==> src/rtl/rcc_bdcr_wren_gen.sv <==
// BDCR write-strobe generator: SETUP -> PULSE -> HOLD sequencing of per-byte write strobes.
// Optional define RCC_BDCR_WREN_SHADOW_EN adds a shadow copy of the bytes written (shadow_bdcr).
module rcc_bdcr_wren_gen #(
  parameter int SETUP_CYC = 2,
  parameter int PULSE_CYC = 2,
  parameter int HOLD_CYC  = 2
) (
  input  logic        rcc_hclk,
  input  logic        rcc_rst,
  input  logic        req_valid,
  output logic        req_ready,
  input  logic [23:0] req_wdata,
  input  logic [2:0]  req_byte_en,
  input  logic        dbp,
  output logic [23:0] bdcr_wdata,
  output logic        raw_rcc_bdcr_byte2_wren,
  output logic        raw_rcc_bdcr_byte1_wren,
  output logic        raw_rcc_bdcr_byte0_wren,
  output logic        done,
  output logic        prot_err
`ifdef RCC_BDCR_WREN_SHADOW_EN
  ,
  output logic [23:0] shadow_bdcr
`endif
);

  localparam logic [1:0] IDLE  = 2'd0;
  localparam logic [1:0] SETUP = 2'd1;
  localparam logic [1:0] PULSE = 2'd2;
  localparam logic [1:0] HOLD  = 2'd3;

  localparam logic [2:0] SETUP_LAST = 3'(SETUP_CYC - 1);
  localparam logic [2:0] PULSE_LAST = 3'(PULSE_CYC - 1);
  localparam logic [2:0] HOLD_LAST  = 3'(HOLD_CYC - 1);

  logic [1:0] state, state_nxt;
  logic [2:0] cnt, cnt_nxt;
  logic [2:0] mask;
  logic [2:0] wren_q;
  logic       accept;
  logic       start;
  logic       last_hold_nxt;

  assign req_ready     = (state == IDLE) && !rcc_rst;
  assign accept        = req_valid && req_ready;
  assign start         = accept && dbp && (req_byte_en != 3'b000);
  assign last_hold_nxt = (state_nxt == HOLD) && (cnt_nxt == HOLD_LAST);

  always_comb begin
    state_nxt = state;
    cnt_nxt   = cnt;
    case (state)
      IDLE: begin
        cnt_nxt = '0;
        if (start) state_nxt = SETUP;
      end
      SETUP: begin
        if (cnt == SETUP_LAST) begin
          state_nxt = PULSE;
          cnt_nxt   = '0;
        end else begin
          cnt_nxt = cnt + 3'd1;
        end
      end
      PULSE: begin
        if (cnt == PULSE_LAST) begin
          state_nxt = HOLD;
          cnt_nxt   = '0;
        end else begin
          cnt_nxt = cnt + 3'd1;
        end
      end
      HOLD: begin
        if (cnt == HOLD_LAST) begin
          state_nxt = IDLE;
          cnt_nxt   = '0;
        end else begin
          cnt_nxt = cnt + 3'd1;
        end
      end
      default: begin
        state_nxt = IDLE;
        cnt_nxt   = '0;
      end
    endcase
  end

  // Strobes, done and prot_err are registered from next-state so every output is a bare flop.
  always_ff @(posedge rcc_hclk or posedge rcc_rst) begin
    if (rcc_rst) begin
      state      <= IDLE;
      cnt        <= '0;
      mask       <= '0;
      bdcr_wdata <= '0;
      wren_q     <= '0;
      done       <= 1'b0;
      prot_err   <= 1'b0;
    end else begin
      state    <= state_nxt;
      cnt      <= cnt_nxt;
      wren_q   <= (state_nxt == PULSE) ? mask : '0;
      done     <= last_hold_nxt || (accept && dbp && (req_byte_en == 3'b000));
      prot_err <= accept && !dbp;
      if (start) begin
        mask       <= req_byte_en;
        bdcr_wdata <= req_wdata;
      end
    end
  end

  assign raw_rcc_bdcr_byte2_wren = wren_q[2];
  assign raw_rcc_bdcr_byte1_wren = wren_q[1];
  assign raw_rcc_bdcr_byte0_wren = wren_q[0];

`ifdef RCC_BDCR_WREN_SHADOW_EN
  always_ff @(posedge rcc_hclk or posedge rcc_rst) begin
    if (rcc_rst) begin
      shadow_bdcr <= '0;
    end else if (last_hold_nxt) begin
      for (int unsigned i = 0; i < 3; i++) begin
        if (mask[i]) shadow_bdcr[8*i +: 8] <= bdcr_wdata[8*i +: 8];
      end
    end
  end
`endif

endmodule

==> config.mk <==
export PLATFORM = sky130hd
export DESIGN_NAME = rcc_bdcr_wren_gen
export DESIGN_NICKNAME = d
export VERILOG_FILES = /design/src/rtl/rcc_bdcr_wren_gen.sv
export SDC_FILE = /design/constraint.sdc
export NUM_CORES = 1
export LEC_CHECK = 0
export CAP_MARGIN = 20
export CORE_MARGIN = 2
export CORE_UTILIZATION = 46
export CTS_CLUSTER_DIAMETER = 80
export DETAILED_ROUTE_END_ITERATION = 10
export GPL_TIMING_DRIVEN = 0
export PLACE_DENSITY = 0.91
export SLEW_MARGIN = 25
export SYNTH_ARGS = -nofsm -noshare
export SYNTH_HDL_FRONTEND = slang
export SYNTH_SLANG_ARGS = --single-unit
==> constraint.sdc <==
create_clock -name rcc_hclk -period 2.4 [get_ports rcc_hclk]
set_input_delay 0.48 -clock rcc_hclk [delete_from_list [all_inputs] [get_ports rcc_hclk]]
set_output_delay 0.48 -clock rcc_hclk [all_outputs]
set_load 0.01 [all_outputs]
## Word-level counts from Yosys, hierarchy flattened

Index checks and enable logic that the tools add are counted.
Widths: inputs -> output; s select.

- Bits in registers: 37
- Input bits: 31
- Output and inout bits: 30

- $add $sub $neg: 1
- Equality and inequality tests: 7
- Mux-type cells: 8
- Reduce and logical (&&, ||, !) cells: 14

Operators with widths:

| operator | count |
|---|---|
| $eq 2x2->1 const B | 4 |
| $mux 2 | 4 |
| $pmux 2 s4 | 1 |
| $logic_and 1x1->1 | 7 |
| $eq 3x1->1 const B | 2 |
| $mux 3 | 2 |
| $pmux 3 s2 | 1 |
| $add 3x1->3 const B | 1 |
| $logic_not 3->1 | 1 |
| $reduce_bool 3->1 | 1 |
| $reduce_or 3->1 | 1 |
| $eq 2x1->1 const B | 1 |
| $logic_not 1->1 | 2 |
| $logic_not 2->1 | 1 |
| $logic_or 1x1->1 | 1 |

## Longest topological paths before layout

- Depth in word-level cells: 10
- Gate-level depth with buffers: 5

## Worst setup path before layout

OpenSTA, ideal clock, no wires.

- Path type: input to register
- Start point: in req_byte_en[1]
- End point: reg bdcr_wdata[0]
- Setup time: 0.125 ns
- Data arrival time: 1.532 ns
- Data required time: 2.275 ns
- Path slack: 0.743 ns
- Cell stages on the path: 4
- Buffers on the path: 1
- Path through: or3_1 -> nand3_4 -> buf_6 -> mux2_4

- Longest elaborated chain between the ends: 2

RTL lines:

| item | RTL line | RTL |
|---|---|---|
| start: declaration | 13 | `input logic [2:0] req_byte_en,` |
| $reduce_bool 3->1 | 46 | `assign start = accept && dbp && (req_byte_en != 3'b000);` |
| $logic_and 1x1->1 | 46 |  |
| end signal: assignment | 106 | `bdcr_wdata <= req_wdata;` |
| end: declaration | 15 | `output logic [23:0] bdcr_wdata,` |

Every way passes these cells.
A chain may end at the register's enable or synchronous reset.

## Worst setup path in the final report

- Start point: in rcc_rst
- End point: out req_ready

- Longest elaborated chain between the ends: 2

RTL lines:

| item | RTL line | RTL |
|---|---|---|
| start: declaration | 9 | `input logic rcc_rst,` |
| $logic_not 1->1 (no line) | - |  |
| $logic_and 1x1->1 | 44 | `assign req_ready = (state == IDLE) && !rcc_rst;` |
| end: declaration | 11 | `output logic req_ready,` |

Every way passes these cells.

==> impl_metrics.json <==
{
  "outcome": "complete, no violations",
  "reg2reg_slack_ns": 0.61,
  "track_usage_pct": 18.4,
  "p_per_area_nw_per_um2": 1170,
  "cts_tree": "done",
  "clkLatencyLatePin_ns": 0.35,
  "end_kind": "output pin",
  "viasPerCell": 4.82,
  "gp_congestion": 0.728,
  "cts_made_buffers": 5,
  "routedWlPerCell_um": 14.6,
  "path_clk_slew_ns": 0.11,
  "wirelength_mm": 3.06,
  "start_kind": "primary input",
  "fp-row-count": 20,
  "postSynthAreaPerCell_um2": 15.7,
  "finalCriticalPeriod_ns": 2.21,
  "io_buffers": 60,
  "antenna_found_initial": 0,
  "syn_nets": 128,
  "htreeDepth": 2,
  "n_antenna_cell": 0,
  "cp.arrival_ns": 1.73,
  "gr-total-overflow": 0,
  "grt_max_degree": 38,
  "die_y_um": 61.6,
  "path_class": "in -> out",
  "rsz0062_at_grt": "no",
  "met1_length_mm": 1.13,
  "core_um2": 3100,
  "postLayoutSetupSlackWorst_ns": 0.193,
  "die-area_um2": 3800,
  "syn_inst": 97,
  "drcViolationCount": 0,
  "drt-initial-drc-count": 15,
  "fin_skew_ns": 0.00783,
  "fill_cells": 237,
  "grt_pass1_vias": 1096,
  "vias": 1008,
  "syn_to_final_growth_pct": 48.4,
  "hold_viol": 0,
  "crit_required_ns": 1.92,
  "vdd_drop_max_mv": 0.630,
  "ys_seq_elements": 37,
  "synth.cell_area_um2": 1530,
  "reg2regPathDepth": 5,
  "cap_violations": 0,
  "worstReg2RegEnd": "bdcr_wdata[0]",
  "cp_max_fo": 3,
  "min_path_type": "reg -> reg",
  "dpl.hpwl_mm": 2.31,
  "place_ws_ns": 0.148,
  "drv_slew": 0,
  "fin_nets": 195,
  "tns_ns": 0,
  "finalSetupViolCount": 0,
  "synthArstFlopShare_pct": 100,
  "synth_edf_count": 0,
  "synth_cell_types": 24,
  "final_core_util_pct": 73.0,
  "min_from": "bdcr_wdata[6]",
  "crit-reg2reg-launch": "state[1]",
  "relSlewSlack_pct": 50.6,
  "met2WireLength_mm": 1.67,
  "die_x_um": 61.6,
  "yosysSeqAreaShare_pct": 60.7,
  "power.leakage_nw": 1.02,
  "cts_setup_buffers": 0,
  "clockRootBuffer": "clkbuf_4",
  "grt_pass1_wl_mm": 4.89,
  "drive_gt1_share_pct": 23.6,
  "post-route-period-util_pct": 92.0,
  "worstMarginPinSlew_ns": 0.740,
  "dominantRegCellSynth": "dfrtp_1",
  "hold_end": "bdcr_wdata[6]",
  "start_util_pct": 49.2,
  "clockBufferDepth": 2,
  "fmax_ghz": 0.453,
  "holdPathStages": 1,
  "ctsResizeCount": 0,
  "cts.sinks": 37,
  "boundaryPins": 61,
  "wl_met3_um": 185,
  "hold_buffers": 0,
  "highest_layer": "met4",
  "yosys_warnings": 0,
  "antenna_left": 0,
  "drtPass1Iterations": 4
}
==> synth_stat cells (2+ instances only) <==
cell type,count,area (µm²)
buf_6,3,33.8
a22o_1,3,26.3
nand2b_1,2,12.5
nand2_1,3,11.3
mux2_2,9,101
mux2_4,16,240
and2_1,4,25.0
inv_1,2,7.51
dfrtp_1,37,926
nor2_1,4,15.0
==> flip-flops by register name (all words and copies together) (netlist names) <==
name	count
mask	3
wren_q	3
prot_err	1
done	1
state	2
bdcr_wdata	24
cnt	3
==> worst max-delay path by stage <==
stage,slack [ns],cells after the start,from,endpoint
detailed placement,0.15,5,rcc_rst,bdcr_wdata[0]
finish,0.19,3,rcc_rst,req_ready
floorplan,0.74,4,req_byte_en[1],bdcr_wdata[0]
CTS,0.20,3,rcc_rst,req_ready
global route,0.16,3,rcc_rst,req_ready
global placement,0.24,5,req_byte_en[1],bdcr_wdata[19]
==> placed cells by master, fill, tap and decap left out <==
master	instances
clkdlybuf4s50_1	60
dfrtp_1	37
mux2_4	16
mux2_2	9
clkbuf_4	5
nor2_1	4
and2_1	4
buf_6	3
nand2_1	3
a22o_1	3
nand2b_1	2
or3_1	1
nor4b_4	1
nand3_4	1
nand3b_1	1
a21oi_1	1
inv_1	1
nor3b_1	1
nand4bb_1	1
o22ai_1	1
xnor2_1	1
xor2_1	1
nor3_1	1
nand4b_1	1
o21ai_0	1
nor2b_1	1
inv_2	1
clkinv_4	1
clkinvlp_4	1
bufinv_16	1
==> critical path, stage by stage <==
cell             delay, ns
clkdlybuf4s50_1       0.50
nor3_1                0.18
clkdlybuf4s50_1       0.57
==> power by group <==
part | switching, W | internal [W]
clock | 0.000209 | 0.000220
combinational | 0.000392 | 0.000761
sequential | 0.000164 | 0.000896
total | 0.000766 | 0.00188
==> logic make-up after synthesis <==
kind of cell,share of synthesized area [%]
flip-flops,60.7
XOR/XNOR,1.15
multiplexers,22.4
AO/OA/AOI/OAI,2.79
buffers and inverters,2.70
AND/OR/NAND/NOR,10.3
==> final cells by class <==
type                            instances  area, µm²  share of cell area, %
Buffer                                  3       33.8                   1.49
Clock buffer                            5       37.5                   1.66
Clock inverter                          3       46.3                   2.04
Inverter                                2       7.51                  0.331
Multi-Input combinational cell         55        559                   24.7
Sequential cell                        37        926                   40.9
Tap cell                               44       55.1                   2.43
Timing Repair Buffer                   60        601                   26.5
==> per-stage QoR <==
| step | hold slack [ns] | cells | power, W | cell area [µm²] |
|---|---|---|---|---|
| 2_1_floorplan | 0.454 | 97 | 0.00162 | 1530 |
| 3_3_place_gp | 0.484 | 201 | 0.00218 | 2180 |
| 3_5_place_dp | 0.489 | 201 | 0.00223 | 2180 |
| 4_1_cts | 0.517 | 209 | 0.00268 | 2270 |
| 5_1_grt | 0.532 | 209 | 0.00280 | 2270 |
| 6_report | 0.514 | 209 | 0.00264 | 2270 |
==> per-layer routing <==
layer  vias up  track usage (%)
li1        471                -
met1       499             18.9
met2        33             33.8
met3         5             5.46
met4         0             9.12
met5         -                0
No activity file was read; power rests on OpenSTA's default activity.
